[src/rtl/alu.sv]
// 16-bit integer ALU. The result and flags are computed combinationally and then
// registered, so they appear one clock after the inputs are sampled.
module alu #(
  parameter int unsigned WIDTH = 16
) (
  input  logic             clk,
  input  logic             reset,
  input  logic [WIDTH-1:0] num1,
  input  logic [WIDTH-1:0] num2,
  input  logic [3:0]       opcode,
  output logic [WIDTH-1:0] result,
  output logic             zero,
  output logic             negative,
  output logic             carry,
  output logic             overflow
);

  localparam int unsigned SHW = $clog2(WIDTH);
  localparam int unsigned MSB = WIDTH - 1;

  localparam logic [3:0] OP_NOP   = 4'h0;
  localparam logic [3:0] OP_ADD   = 4'h1;
  localparam logic [3:0] OP_SUB   = 4'h2;
  localparam logic [3:0] OP_AND   = 4'h3;
  localparam logic [3:0] OP_OR    = 4'h4;
  localparam logic [3:0] OP_XOR   = 4'h5;
  localparam logic [3:0] OP_NOT   = 4'h6;
  localparam logic [3:0] OP_SHL   = 4'h7;
  localparam logic [3:0] OP_SHR   = 4'h8;
  localparam logic [3:0] OP_INC   = 4'h9;
  localparam logic [3:0] OP_DEC   = 4'hA;
  localparam logic [3:0] OP_PASSB = 4'hB;
  localparam logic [3:0] OP_NEG   = 4'hC;
  localparam logic [3:0] OP_CMP   = 4'hD;

  logic [WIDTH-1:0] result_d, result_q;
  logic             zero_q, negative_q;
  logic             carry_d, carry_q;
  logic             overflow_d, overflow_q;

  logic [WIDTH-1:0] op_b;
  logic [WIDTH:0]   add_w, sub_w, shl_w, shr_w;
  logic [SHW-1:0]   shamt;

  // INC/DEC reuse the ADD/SUB paths with B forced to one.
  always_comb begin
    op_b  = ((opcode == OP_INC) || (opcode == OP_DEC)) ? WIDTH'(1) : num2;
    shamt = num2[SHW-1:0];
    add_w = {1'b0, num1} + {1'b0, op_b};
    sub_w = {1'b0, num1} - {1'b0, op_b};
    shl_w = {1'b0, num1} << shamt;
    shr_w = {num1, 1'b0} >> shamt;
  end

  always_comb begin
    result_d   = '0;
    carry_d    = 1'b0;
    overflow_d = 1'b0;
    case (opcode)
      OP_NOP:   result_d = num1;
      OP_ADD, OP_INC: begin
        result_d   = add_w[WIDTH-1:0];
        carry_d    = add_w[WIDTH];
        overflow_d = (num1[MSB] == op_b[MSB]) && (add_w[MSB] != num1[MSB]);
      end
      OP_SUB, OP_DEC: begin
        result_d   = sub_w[WIDTH-1:0];
        carry_d    = sub_w[WIDTH];
        overflow_d = (num1[MSB] != op_b[MSB]) && (sub_w[MSB] != num1[MSB]);
      end
      OP_AND:   result_d = num1 & num2;
      OP_OR:    result_d = num1 | num2;
      OP_XOR:   result_d = num1 ^ num2;
      OP_NOT:   result_d = ~num1;
      // The extra bit beyond the shifted word holds the last bit shifted out.
      OP_SHL: begin
        result_d = shl_w[WIDTH-1:0];
        carry_d  = shl_w[WIDTH];
      end
      OP_SHR: begin
        result_d = shr_w[WIDTH:1];
        carry_d  = shr_w[0];
      end
      OP_PASSB: result_d = num2;
      OP_NEG: begin
        result_d   = '0 - num1;
        overflow_d = (num1 == {1'b1, {(WIDTH-1){1'b0}}});
      end
      OP_CMP: begin
        result_d[0] = $signed(num1) < $signed(num2);
        carry_d     = num1 < num2;
      end
      default: result_d = '0;
    endcase
  end

  always_ff @(posedge clk or posedge reset) begin
    if (reset) begin
      result_q   <= '0;
      zero_q     <= 1'b1;
      negative_q <= 1'b0;
      carry_q    <= 1'b0;
      overflow_q <= 1'b0;
    end else begin
      result_q   <= result_d;
      zero_q     <= (result_d == '0);
      negative_q <= result_d[MSB];
      carry_q    <= carry_d;
      overflow_q <= overflow_d;
    end
  end

  assign result   = result_q;
  assign zero     = zero_q;
  assign negative = negative_q;
  assign carry    = carry_q;
  assign overflow = overflow_q;

endmodule

[config.mk]
export PLATFORM = sky130hd
export DESIGN_NAME = alu
export DESIGN_NICKNAME = d
export VERILOG_FILES = /design/src/rtl/alu.sv
export SDC_FILE = /design/constraint.sdc
export NUM_CORES = 1
export LEC_CHECK = 0
export BUFFER_PORTS_ARGS = -buffer_cell sky130_fd_sc_hd__buf_2
export CAP_MARGIN = 20
export CORE_MARGIN = 4
export CORE_UTILIZATION = 25
export CTS_CLUSTER_DIAMETER = 120
export DETAILED_ROUTE_END_ITERATION = 10
export PLACE_DENSITY = 0.52
export SLEW_MARGIN = 20
export SYNTH_ARGS = -nofsm -noshare
export SYNTH_HDL_FRONTEND = slang
export SYNTH_SLANG_ARGS = --single-unit
[constraint.sdc]
create_clock -name clk -period 1.4 [get_ports clk]
set_input_delay 0.28 -clock clk [delete_from_list [all_inputs] [get_ports clk]]
set_output_delay 0.28 -clock clk [all_outputs]
set_load 0.02 [all_outputs]
; ---- Word-level counts from Yosys, hierarchy flattened
; Cells that the tools add are included.
[totals]
word_cells = 46
regBits = 20
output_inout_bits = 20
latch_bits = 0
romBits = 0
ramBits = 0
in_bits = 38
mem_count = 0
[classes]
bitwise = 4
n_mul = 0
n_addsub = 3
muxes = 5
order_cmp = 2
reduce_logical = 7
n_div = 0
eq_ne = 18
shifts = 2
[op_table]
columns = operator, count
row1 = $pmux W15 S11, 1
row2 = $lt A16 B16 Y1, 2
row3 = $eq A4 B4 Y1 const B, 6
row4 = $add A16 B16 Y17, 1
row5 = $shl A16 B4 Y17, 1
row6 = $shr A17 B4 Y17, 1
row7 = $sub A16 B16 Y17, 1
row8 = $and A16 B16 Y16, 1
row9 = $eq A16 B16 Y1 const B, 1
row10 = $eq A4 B3 Y1 const B, 4
row11 = $logic_not A16 Y1, 1
row12 = $mux W16, 1
row13 = $not A16 Y16, 1
row14 = $or A16 B16 Y16, 1
row15 = $sub A1 B16 Y16 const A, 1
row16 = $xor A16 B16 Y16, 1
row17 = $pmux W1 S12, 1
row18 = $eq A4 B2 Y1 const B, 2
row19 = $pmux W1 S5, 1
row20 = $eq A4 B1 Y1 const B, 1
row21 = $logic_not A4 Y1, 1
row22 = $reduce_or A2 Y1, 2
row23 = $ne A1 B1 Y1, 3
row24 = $pmux W1 S3, 1
row25 = 3 further kinds, 4

; ---- Logic depth before layout (Yosys ltp)
[logic_depth]
word_depth = 7
ltp_mapped = 20
mapped_depth_nobuf = 15

; ---- Worst setup path after synthesis
; Ideal clock, no wire load.
[synth_timing]
path_kind = input -> register
startpoint = in opcode[1]
endpoint = reg zero_q, in the netlist zero
path_stages = 20
setup_time_ps = 90
setup_slack_ps = -2970
path_buffers = 5
arrival_ps = 4280
required_ps = 1310
path_cell_list = clkbuf_1 buf_2 buf_2 buf_2 xor2_1 nand2_1 clkbuf_1 nand2_1 ha_1 inv_1 fa_1 o21ba_2 o221ai_2 o21bai_2 o31ai_4 a2bb2oi_2 a22oi_1 or3_4 or4_4 nor4_2
[synth_between]
elab_chain_len = 6
elab_cells_between_ends = 23
cone_classes = add/sub (2) / eq/ne (13) / mux (3) / reduce/logical (5)
[synth_rtl]
columns = element, line
row1 = start: declaration, 10  ; input logic [3:0] opcode,
row2 = $eq A4 B4 Y1, "47, 59"
row3 = $logic_or A1 B1 Y1, 47  ; op_b = ((opcode == OP_INC) || (opcode == OP_DEC)) ? WIDTH'(1) : num2;
row4 = $mux W16, 47
row5 = $sub A16 B16 Y17 / $add A16 B16 Y17 (equally long branches), "50, 49"
row6 = $pmux W15 S11 *, 59  ; case (opcode)
row7 = via result_d[10], 36  ; logic [WIDTH-1:0] result_d, result_q;
row8 = $logic_not A16 Y1 *, 106  ; zero_q <= (result_d == '0);
row9 = end signal: assignment, 106
row10 = end: declaration, 37  ; logic zero_q, negative_q;
; Mark *: on every way through the listed nets, which the timed path passes. The rest lies on a longest branch.

; ---- Final worst setup path
; Same ends and word-level chain as after synthesis.

==> results.md <==
* Status: finished, violations left
* Violated checks: negative setup slack
* Final WL at ~30 mm
* GR Overflow Total at 0
* Num Clock Sinks at 19
* # Max-Cap Violations at 0
* Post-synthesis compound-gate area fraction at roughly 30%
* Post-Synthesis Cells at 837
* Critical Path Start: opcode[1]
* Fin cells at 1517
* Fmax at between 300 and 400 MHz
* Layout cells sized above 1 at 47.1%
* Largest family of logic cells by synthesized area: compound AO/OA/AOI/OAI gates
* Clock Path Buffers at 2
* H-tree levels at 1
* Die area at 0.0272 mm²
* Global placer's final weighted congestion at around 1.0
* Hold-fix buffer count after cts at 0
* Starting DRC count in detailed routing at about 740
* Total CTS buffers at 3
* Largest fanout on the critical path at 4
* Minimum clock period at 3.27 ns
* Crit path kind: in2reg
* Dominant synthesized flop cell: dfrtp_1
* RSZ-0062 raised after global routing: true
* CTS tree: built
* Simple-Gate Fraction of Synth Area at between 20 and 25%
* First-pass GRT wire length at about 46 mm
* Site Rows at 57
* Total power at ~0.0055 W
* Final Cycle Share at 234%
* Placed cell count at between 1000 and 1500
* Slew margin rel. at a little under a quarter
* Synth cell count leaders: ha_1 (85), nand2_1 (79), inv_1 (73), nor2_1 (73), a21oi_1 (65)
* Initial Util at about a quarter
* Count of pins over their slew limit at 0
* Setup violations, final at 19
* Vias in the first global route at around 8000
* P_leak at 4.76 nW
* Synth top area cells: ha_1 (17%), dfrtp_1 (7.3%), a21oi_1 (5.3%)
* Core ar. at between 0.02 and 0.025 mm²
* Mux share of post-synthesis cell area at about a tenth
* HPWL after DPL at about 25 mm
* GR met2 Demand/Resource at a little under two fifths
* Register area share after synthesis at 7.73%
* Critical Path AT at approximately 3.4 ns
* Largest net degree at the start of global routing at 40
* Initial DRT Pass Iterations at 5
* Area of placed instances at slightly above 0.009 mm²
* Vias at 8073
* Pwr dens at roughly 540 mW/mm²
* Post-synthesis xor/xnor area fraction at 2.13%
* Distinct cells, synth at 90
* Die Ht at 165 µm
* Port bufs at 57
* Worst-Margin Slew at 1.13 ns
* Via density at 5.32
* Cell with the most instances after synthesis: ha_1
* Ys async rst share at 100%
* M3 GR Usage at 3.07%
* CP endpoint kind: flop
* Number of antenna violations at the first check in global routing at 0
* Yosys reg bits at 19
* WL/cell at roughly 20 µm
* Core Util, Final at 41.9%
* Residual DRC at 0
* Final hold vios at 0
* Crit start category: input pin
* Yosys warning total at 0
* Hold Path Class: in2async
* NumNets Final at 1319
* Diode count at 0
* Synth area leader: ha_1
* Critical path endpoint: zero$_DFF_PP1_
* Area growth from synthesis to layout at 65.4%
* Global-route layer with the greatest usage: met2
* Fillers at about 2500
* Post-Synth Adder-Cell Area at ~18%
* CTS Root Cell: clkbuf_16
* Post-synth top area share at roughly 17%
* Fin area at 0.0102 mm²
* Req. time, crit path at between 1.5 and 2 ns
* Ports at 58
* Mapped Area at ~0.006 mm²
* Number of synthesized flops with an enable pin at 0
* PnR worst setup slack at -1.87 ns
* Syn_area_per_cell at about 7.4 µm²
* Die W at ~170 µm
* Reg clk slew, reported paths at 0.05 ns
* Antenna Violating Nets Remaining at 0
* Syn_nets at 962
* Global Route Usage Sum at 21.9%
* Met1 Use GR at between 20% and 30%
* Peak VDD IR at 541 µV
* Dpl ws at -2.27 ns
## logic make-up (layout without fill, tap and decap cells)
| logic type | count (synthesis) | in the layout |
|---|---|---|
| AND/OR/NAND/NOR | 275 | 276 |
| flip-flops | 19 | 19 |
| XOR/XNOR | 15 | 15 |
| buffers and inverters | 136 | 491 |
| adder cells (fa/ha/maj) | 87 | 87 |
| multiplexers | 49 | 49 |
| AO/OA/AOI/OAI | 256 | 256 |
## final cells by class
class                      instances  area (µm²)  area share [%]
sequential                        19         477            4.68
multi-input combinational        683        5770            56.6
inverter                          76         289            2.84
clock buffer                       4        78.8           0.773
tap                              324         405            3.98
timing repair buffer             411        3180            31.2
## layout by cell type, fill, tap and decap left out, drive strengths merged, types with 5 or more instances in the layout
cell | Yosys | layout
or3b | 6 | 6
nor4 | 10 | 10
nand2 | 80 | 81
a21oi | 65 | 65
a21o | 5 | 5
o31ai | 8 | 8
nor3 | 22 | 22
a221oi | 19 | 19
mux2 | 13 | 13
ha | 85 | 85
nand4 | 10 | 10
nand3 | 13 | 13
o21ai | 41 | 41
a211oi | 12 | 12
nand2b | 8 | 8
o221ai | 12 | 12
inv | 74 | 73
a22oi | 7 | 7
nor2 | 73 | 73
mux4 | 11 | 11
xnor2 | 14 | 14
dfrtp | 18 | 18
o211a | 5 | 5
nor2b | 14 | 14
a221o | 6 | 6
or4 | 7 | 7
o22ai | 12 | 12
o211ai | 9 | 9
buf | 30 | 411
mux2i | 25 | 25
or3 | 9 | 9
and2 | 5 | 5
## where the power goes
part	internal [W]	leakage (nW)	switching, W
combinational	0.00207	4.50	0.00217
sequential	0.000637	0.227	0.0000165
clock	0.000386	0.0382	0.000182
## routing by layer
metal	vias up	share of wire, %
li1	3829	-
met1	3817	43
met2	363	46
met3	64	7.1
met4	0	3.7
met5	-	0
## worst min-delay path by stage
stage,startpoint,to,slack (ns),cells past startpoint
2_1_floorplan,reset,carry$_DFF_PP0_,0.23,1
3_3_place_gp,reset,result[4]$_DFF_PP0_,0.31,3
3_5_place_dp,reset,result[1]$_DFF_PP0_,0.31,3
4_1_cts,reset,carry$_DFF_PP0_,0.05,3
5_1_grt,reset,result[1]$_DFF_PP0_,0.08,3
6_report,reset,carry$_DFF_PP0_,0.04,3
## through the flow
step / hold WS (ns) / setup TNS [ns]
2_1_floorplan: 0.230 / -31.38
3_3_place_gp: 0.305 / -33.15
3_5_place_dp: 0.313 / -33.73
4_1_cts: 0.0543 / -25.49
5_1_grt: 0.0848 / -27.88
6_report: 0.0438 / -25.77
## critical path, cell delays in order
cell and delay [ns]:
buf_8 0.10, xor2_4 0.19, buf_12 0.14, nand2_8 0.09, nand2_4 0.06, buf_4 0.12, ha_1 0.29, buf_4 0.16
or2_2 0.31, a21oi_1 0.20, a211o_2 0.17, nand2_1 0.07, a2bb2oi_2 0.14, a22oi_1 0.09, or3_4 0.34, or4_4 0.55
nor4_4 0.14
## sequential cells by signal (all words and copies together) (netlist names)
name      flops
negative      1
carry         1
zero          1
overflow      1
result       15
## timing repair
item / 4_1_cts / 5_1_grt
gates resized for setup: 99 / 47
buffers inserted: 28 / 9
gates cloned: 1 / 0
pin swaps: 44 / 33
hold endpoints to repair: 0 / 0
endpoints found under the setup margin: 19 / 19
(Power assumes the default switching activity.)
